[config.mk]
export PLATFORM = sky130hd
export DESIGN_NAME = wrr_burst_scheduler_flat
export DESIGN_NICKNAME = d
export VERILOG_FILES = /design/src/rtl/wrr_burst_scheduler_if.sv /design/src/rtl/wrr_burst_scheduler.sv /design/src/flat_wrapper.sv
export SDC_FILE = /design/constraint.sdc
export NUM_CORES = 1
export LEC_CHECK = 0
export BUFFER_PORTS_ARGS = -buffer_cell sky130_fd_sc_hd__buf_2
export CORE_MARGIN = 2
export CORE_UTILIZATION = 30
export DETAILED_ROUTE_END_ITERATION = 10
export MAX_ROUTING_LAYER = met4
export PLACE_DENSITY = 0.59
export SLEW_MARGIN = 10
export SYNTH_ARGS = -nofsm -noshare
export SYNTH_HDL_FRONTEND = slang
export SYNTH_SLANG_ARGS = --single-unit
[constraint.sdc]
create_clock -name clk -period 8.3 [get_ports clk]
set_clock_uncertainty 0.05 [all_clocks]
set_input_delay 1.66 -clock clk [delete_from_list [all_inputs] [get_ports clk]]
set_output_delay 1.66 -clock clk [all_outputs]
set_load 0.01 [all_outputs]
[src/rtl/wrr_burst_scheduler_if.sv]
// Handshake bundle between the requester bank / downstream port and the
// weighted round-robin burst scheduler.
interface wrr_burst_scheduler_if #(
  parameter int N  = 8,
  parameter int WW = 4
);
  localparam int IW = (N > 1) ? $clog2(N) : 1;

  logic [N-1:0]    request;
  logic [N*WW-1:0] weight;
  logic            ready;
  logic [N-1:0]    grant;
  logic [IW-1:0]   grant_id;
  logic            grant_valid;
  logic            stall;

  // Requester bank / downstream side: drives requests, weights and ready.
  modport master (
    output request, weight, ready,
    input  grant, grant_id, grant_valid, stall
  );

  // Scheduler side.
  modport slave (
    input  request, weight, ready,
    output grant, grant_id, grant_valid, stall
  );
endinterface

[src/rtl/wrr_burst_scheduler.sv]
// Weighted round-robin burst scheduler: the winning requester keeps the
// grant for up to weight[i] accepted beats, then the grant rotates with no
// idle cycle. Back-pressure holds the grant; dropping a request releases it.
module wrr_burst_scheduler #(
  parameter int N  = 8,
  parameter int WW = 4
) (
  input  logic                    clk,
  input  logic                    reset,
  wrr_burst_scheduler_if.slave    bus
);
  localparam int IW = (N > 1) ? $clog2(N) : 1;

  typedef enum logic {IDLE = 1'b0, SERVE = 1'b1} state_e;

  state_e          state_q, state_d;
  logic [N-1:0]    grant_q, grant_d;
  logic [IW-1:0]   grant_id_q, grant_id_d;
  logic [WW-1:0]   credit_q, credit_d;
  logic [IW-1:0]   ptr_q, ptr_d;

  logic            grant_valid;
  logic            beat;
  logic            release_now;
  logic [IW-1:0]   pick_base;
  logic [IW:0]     pick_res;
  logic            pick_found;
  logic [IW-1:0]   pick_id;

  // First set request bit strictly after 'last', wrapping modulo N.
  // Scanning from the far end lets the nearest candidate overwrite the rest.
  function automatic logic [IW:0] pick_next(input logic [N-1:0]  req,
                                            input logic [IW-1:0] last);
    logic [IW:0] res;
    int          idx;
    res = '0;
    for (int k = N; k >= 1; k--) begin
      idx = (int'(last) + k) % N;
      if (req[idx]) res = {1'b1, idx[IW-1:0]};
    end
    return res;
  endfunction

  // Burst quota for a requester; a zero weight still earns one beat.
  function automatic logic [WW-1:0] quota(input logic [N*WW-1:0] w,
                                          input logic [IW-1:0]   id);
    logic [WW-1:0] q;
    q = w[int'(id)*WW +: WW];
    return (q == '0) ? WW'(1) : q;
  endfunction

  assign grant_valid = |grant_q;
  assign beat        = grant_valid & bus.ready;
  // Release on the final beat of the burst, or when the holder withdraws
  // its request on a cycle that moved no data.
  assign release_now = (beat && (credit_q == WW'(1))) ||
                       (!bus.request[grant_id_q] && !beat);
  // On release the search starts after the current holder, which makes the
  // releasing requester lowest priority; in IDLE it starts after ptr.
  assign pick_base   = (state_q == SERVE) ? grant_id_q : ptr_q;
  assign pick_res    = pick_next(bus.request, pick_base);
  assign pick_found  = pick_res[IW];
  assign pick_id     = pick_res[IW-1:0];

  // State and registered outputs.
  always_ff @(posedge clk) begin
    if (reset) begin
      state_q    <= IDLE;
      grant_q    <= '0;
      grant_id_q <= '0;
      credit_q   <= '0;
      ptr_q      <= IW'(N - 1);
    end else begin
      state_q    <= state_d;
      grant_q    <= grant_d;
      grant_id_q <= grant_id_d;
      credit_q   <= credit_d;
      ptr_q      <= ptr_d;
    end
  end

  // Next-state selection.
  always_comb begin
    state_d = state_q;
    case (state_q)
      IDLE:    if (pick_found) state_d = SERVE;
      SERVE:   if (release_now && !pick_found) state_d = IDLE;
      default: state_d = IDLE;
    endcase
  end

  // Next values of grant, grant_id, credit and ptr.
  always_comb begin
    grant_d    = grant_q;
    grant_id_d = grant_id_q;
    credit_d   = credit_q;
    ptr_d      = ptr_q;
    case (state_q)
      IDLE: begin
        if (pick_found) begin
          grant_d          = '0;
          grant_d[pick_id] = 1'b1;
          grant_id_d       = pick_id;
          credit_d         = quota(bus.weight, pick_id);
        end
      end
      SERVE: begin
        if (release_now) begin
          ptr_d = grant_id_q;
          if (pick_found) begin
            grant_d          = '0;
            grant_d[pick_id] = 1'b1;
            grant_id_d       = pick_id;
            credit_d         = quota(bus.weight, pick_id);
          end else begin
            grant_d    = '0;
            grant_id_d = '0;
            credit_d   = '0;
          end
        end else if (beat && (credit_q > WW'(1))) begin
          credit_d = credit_q - WW'(1);
        end
      end
      default: begin
        grant_d    = '0;
        grant_id_d = '0;
        credit_d   = '0;
      end
    endcase
  end

  assign bus.grant       = grant_q;
  assign bus.grant_id    = grant_id_q;
  assign bus.grant_valid = grant_valid;
  assign bus.stall       = (grant_valid & ~bus.ready) |
                           ((|bus.request) & ~grant_valid);

endmodule
[src/flat_wrapper.sv]
// flat-port wrapper written by rule: the top's interface ports become plain ports
module wrr_burst_scheduler_flat 
#(
  parameter int N  = 8,
  parameter int WW = 4
)
  (clk, reset, bus_request, bus_weight, bus_ready, bus_grant, bus_grant_id, bus_grant_valid, bus_stall);
  wrr_burst_scheduler_if #(.N(N), .WW(WW)) bus_i ();
  input  logic clk;
  input  logic reset;
  input wire logic [$bits(bus_i.request)-1:0] bus_request;
  input wire logic [$bits(bus_i.weight)-1:0] bus_weight;
  input wire logic [$bits(bus_i.ready)-1:0] bus_ready;
  output wire logic [$bits(bus_i.grant)-1:0] bus_grant;
  output wire logic [$bits(bus_i.grant_id)-1:0] bus_grant_id;
  output wire logic [$bits(bus_i.grant_valid)-1:0] bus_grant_valid;
  output wire logic [$bits(bus_i.stall)-1:0] bus_stall;
  assign bus_i.request = bus_request;
  assign bus_i.weight = bus_weight;
  assign bus_i.ready = bus_ready;
  assign bus_grant = bus_i.grant;
  assign bus_grant_id = bus_i.grant_id;
  assign bus_grant_valid = bus_i.grant_valid;
  assign bus_stall = bus_i.stall;
  wrr_burst_scheduler #(.N(N), .WW(WW)) u_core (.clk(clk), .reset(reset), .bus(bus_i));
endmodule
==> impl_metrics.toml <==
[routing]
drc = 0
vias = 2020
drt-initial-drc-count = 112
firstDrtPassIters = 4
vias_per_cell = 5.50
routedWlPerCell_um = 14.9
drt-total-wl_mm = 5.45
antenna_left = 0

[cts]
clk_path_buf_depth = 2
cts_tree = "built"
clock_latency_ns = 0.26
htree_levels = 1
path_clk_slew_ns = 0.07
cts_hold_buf = 0
cts.sinks = 19
cts_setup_buffers = 0
numCtsBuffers = 3
cts_resized = 0
cts-root-buf = "clkbuf_8"

[synth]
synth-edff-count = 0
syn-cell-area_um2 = 2080
ys_seq_area_frac = 0.183
synth_cell_types = 52
synthFlopType = "dfxtp_1"
synth_seq_cells = 19
synthCells = 235
synthesis.nets = 282
syn_avg_cell_area_um2 = 8.85
synthArstFlopShare = 0
ys_warn_count = 0

[worst_setup_path]
r2r_slack_ns = 3.32
rr_startpoint = "u_core.state_q$_SDFF_PP0_"
worst_setup_path_start_kind = "flop"
worst-setup-path-type = "reg2reg"
path_max_fanout = 11
reg2regPathDepth = 13
cp.arrival_ns = 5.10
rr_endpoint = "u_core.credit_q[0]$_SDFFE_PP0P_"
endpoint_kind = "flop"
required_ns = 8.42

[global_route]
grt_usage = 0.148
grt_max_degree = 22
antenna_found_initial = 0
grt_overflow = 0
grt_pass1_vias = 1851
grt_pass1_wl_mm = 8.96

[power_and_ir_drop]
pwr-share-clk = 0.050
p_leak_nw = 1.14
powerDensity_nw_per_um2 = 525
p_sw_frac = 0.499
ir_worst_vdd_uv = 261
pwr-share-comb = 0.819
internal_power_w = 0.000648
seq_power_share = 0.131
switchingPower_w = 0.000645

[floorplan]
die-area_um2 = 7620
ios = 56
die_x_um = 87.3
initial_utilization = 0.308
core_um2 = 6760
rows = 30
die_y_um = 87.3

[layout]
final_common_cell = "buf_2"
layout_common_cells = "buf_2, mux2i_1, nor2_1"
layout.nets = 335
drive_gt1_frac = 0.300
syn2layout_area_growth_pct = 18.5
fin_util = 0.365
num_antenna_cells = 0

[hold_path]
min_from = "u_core.ptr_q[1]$_SDFFE_PP1P_"
holdPathEnd = "u_core.ptr_q[1]$_SDFFE_PP1P_"
hold_depth = 1
hp-class = "reg2reg"

[timing]
tightest_slew_ns = 1.15
period_minus_slack_ns = 4.98
setup_tns_ns = 0
hold_viol = 0
relSlewSlack = 0.209
max_freq_mhz = 201
rsz0062_at_grt = "false"
final_max_slew_viol_count = 0
setup_slack_ns = 3.32
finalSetupViolCount = 0
post-route-period-util = 0.600

[placed_design]
hpwl_mm = 4.25
gp_congestion = 0.925
place_ws_ns = 3.40
io_buffers = 55

[run_status]
status = "complete, no violations"

[flow_run]
max-cap-violations = 0
[synth_stat cells, drive strengths merged, types with 2 or more instances]
cell / count / area, um2
mux2i: 52 / 541
nor2: 28 / 105
dfxtp: 19 / 380
nand2: 13 / 48.8
a21oi: 11 / 55.1
a22oi: 10 / 75.1
o21ai: 9 / 45.0
inv: 8 / 30.0
mux4: 8 / 180
buf: 7 / 48.8
mux2: 7 / 78.8
nor3: 6 / 35.0
a211o: 4 / 35.0
ha: 4 / 50.1
a31oi: 3 / 18.8
and2: 3 / 18.8
and3: 3 / 18.8
clkbuf: 3 / 11.3
nor2b: 3 / 18.8
nor4: 3 / 18.8
xnor2: 3 / 41.3
a211oi: 2 / 15.0
nand2b: 2 / 12.5
nand3: 2 / 10.0
o211ai: 2 / 15.0
o21a: 2 / 15.0
o221a: 2 / 22.5
o32ai: 2 / 17.5
[flip-flops by register name, summed over array words and instances, names as in the netlist]
| register | count |
|---|---|
| u_core.bus.grant_id | 3 |
| u_core.ptr_q | 3 |
| u_core.bus.grant | 8 |
| u_core.credit_q | 4 |
| u_core.state_q | 1 |
[area by class of cell]
| class | count | area [um2] |
|---|---|---|
| flip-flops and latches | 19 | 380 |
| clock inverters | 1 | 5.00 |
| multi-input cells | 197 | 1610 |
| well taps | 80 | 100 |
| inverters | 9 | 33.8 |
| repair buffers | 58 | 298 |
| clock buffers | 3 | 41.3 |
| fillers | 712 | 4290 |
[power groups by stage]
| stage | clock network (W) | logic (W) | registers [W] |
|---|---|---|---|
| 6_report | 0.0000643 | 0.00106 | 0.000170 |
| 5_1_grt | 0.0000715 | 0.00117 | 0.000178 |
| 4_1_cts | 0.0000666 | 0.00106 | 0.000171 |
| 3_5_place_dp | 0 | 0.00106 | 0.000173 |
| 3_3_place_gp | 0 | 0.00105 | 0.000172 |
| 2_1_floorplan | 0 | 0.000847 | 0.000174 |
[worst max path at each step]
stage | startpoint | end | slack, ns | cells past startpoint
after floorplan | bus_request[1] | bus_stall | 4.17 | 3
after global placement | u_core.state_q$_SDFF_PP0_ | u_core.credit_q[0]$_SDFFE_PP0P_ | 3.52 | 13
after detailed placement | u_core.state_q$_SDFF_PP0_ | u_core.credit_q[0]$_SDFFE_PP0P_ | 3.40 | 13
after CTS | u_core.state_q$_SDFF_PP0_ | u_core.credit_q[0]$_SDFFE_PP0P_ | 3.38 | 13
after global routing | u_core.state_q$_SDFF_PP0_ | u_core.credit_q[0]$_SDFFE_PP0P_ | 2.87 | 13
final | u_core.state_q$_SDFF_PP0_ | u_core.credit_q[0]$_SDFFE_PP0P_ | 3.32 | 13
[per-stage QoR]
step / power [W] / instance area (um2) / cells / hold WS [ns]
floorplan: 0.00102 / 2080 / 235 / 0.406
global placement: 0.00122 / 2420 / 363 / 0.429
detailed placement: 0.00123 / 2420 / 363 / 0.431
CTS: 0.00130 / 2460 / 367 / 0.449
global route: 0.00142 / 2460 / 367 / 0.464
finish: 0.00129 / 2460 / 367 / 0.441
[routing by layer]
layer,vias up,GRT usage,part of all wire
li1,1011,-,-
met1,939,0.211,0.49
met2,66,0.231,0.45
met3,4,0.0142,0.053
met4,0,0.0252,0.0055
met5,-,-,0
[worst max-delay path, cell delays in order (launching register included)]
cell,delay [ns]
dfxtp_1,0.63
mux2i_2,0.56
inv_2,0.20
ha_1,0.27
xnor2_2,0.45
mux2i_1,0.36
mux2_2,0.22
nor2_1,0.04
o32ai_1,0.30
mux2i_1,0.99
mux2i_1,0.17
mux2i_1,0.26
nand4b_1,0.13
a211oi_1,0.26
[kinds of logic after synthesis]
kind of cell / synth area share
DFF: 0.183
adders and majority gates: 0.0241
buffers and inverters: 0.0451
xor gates and xnor gates: 0.0198
muxes: 0.384
AOI/OAI and AO/OA: 0.179
and+or+nand+nor: 0.165
Power figures use the tool's default switching activity.
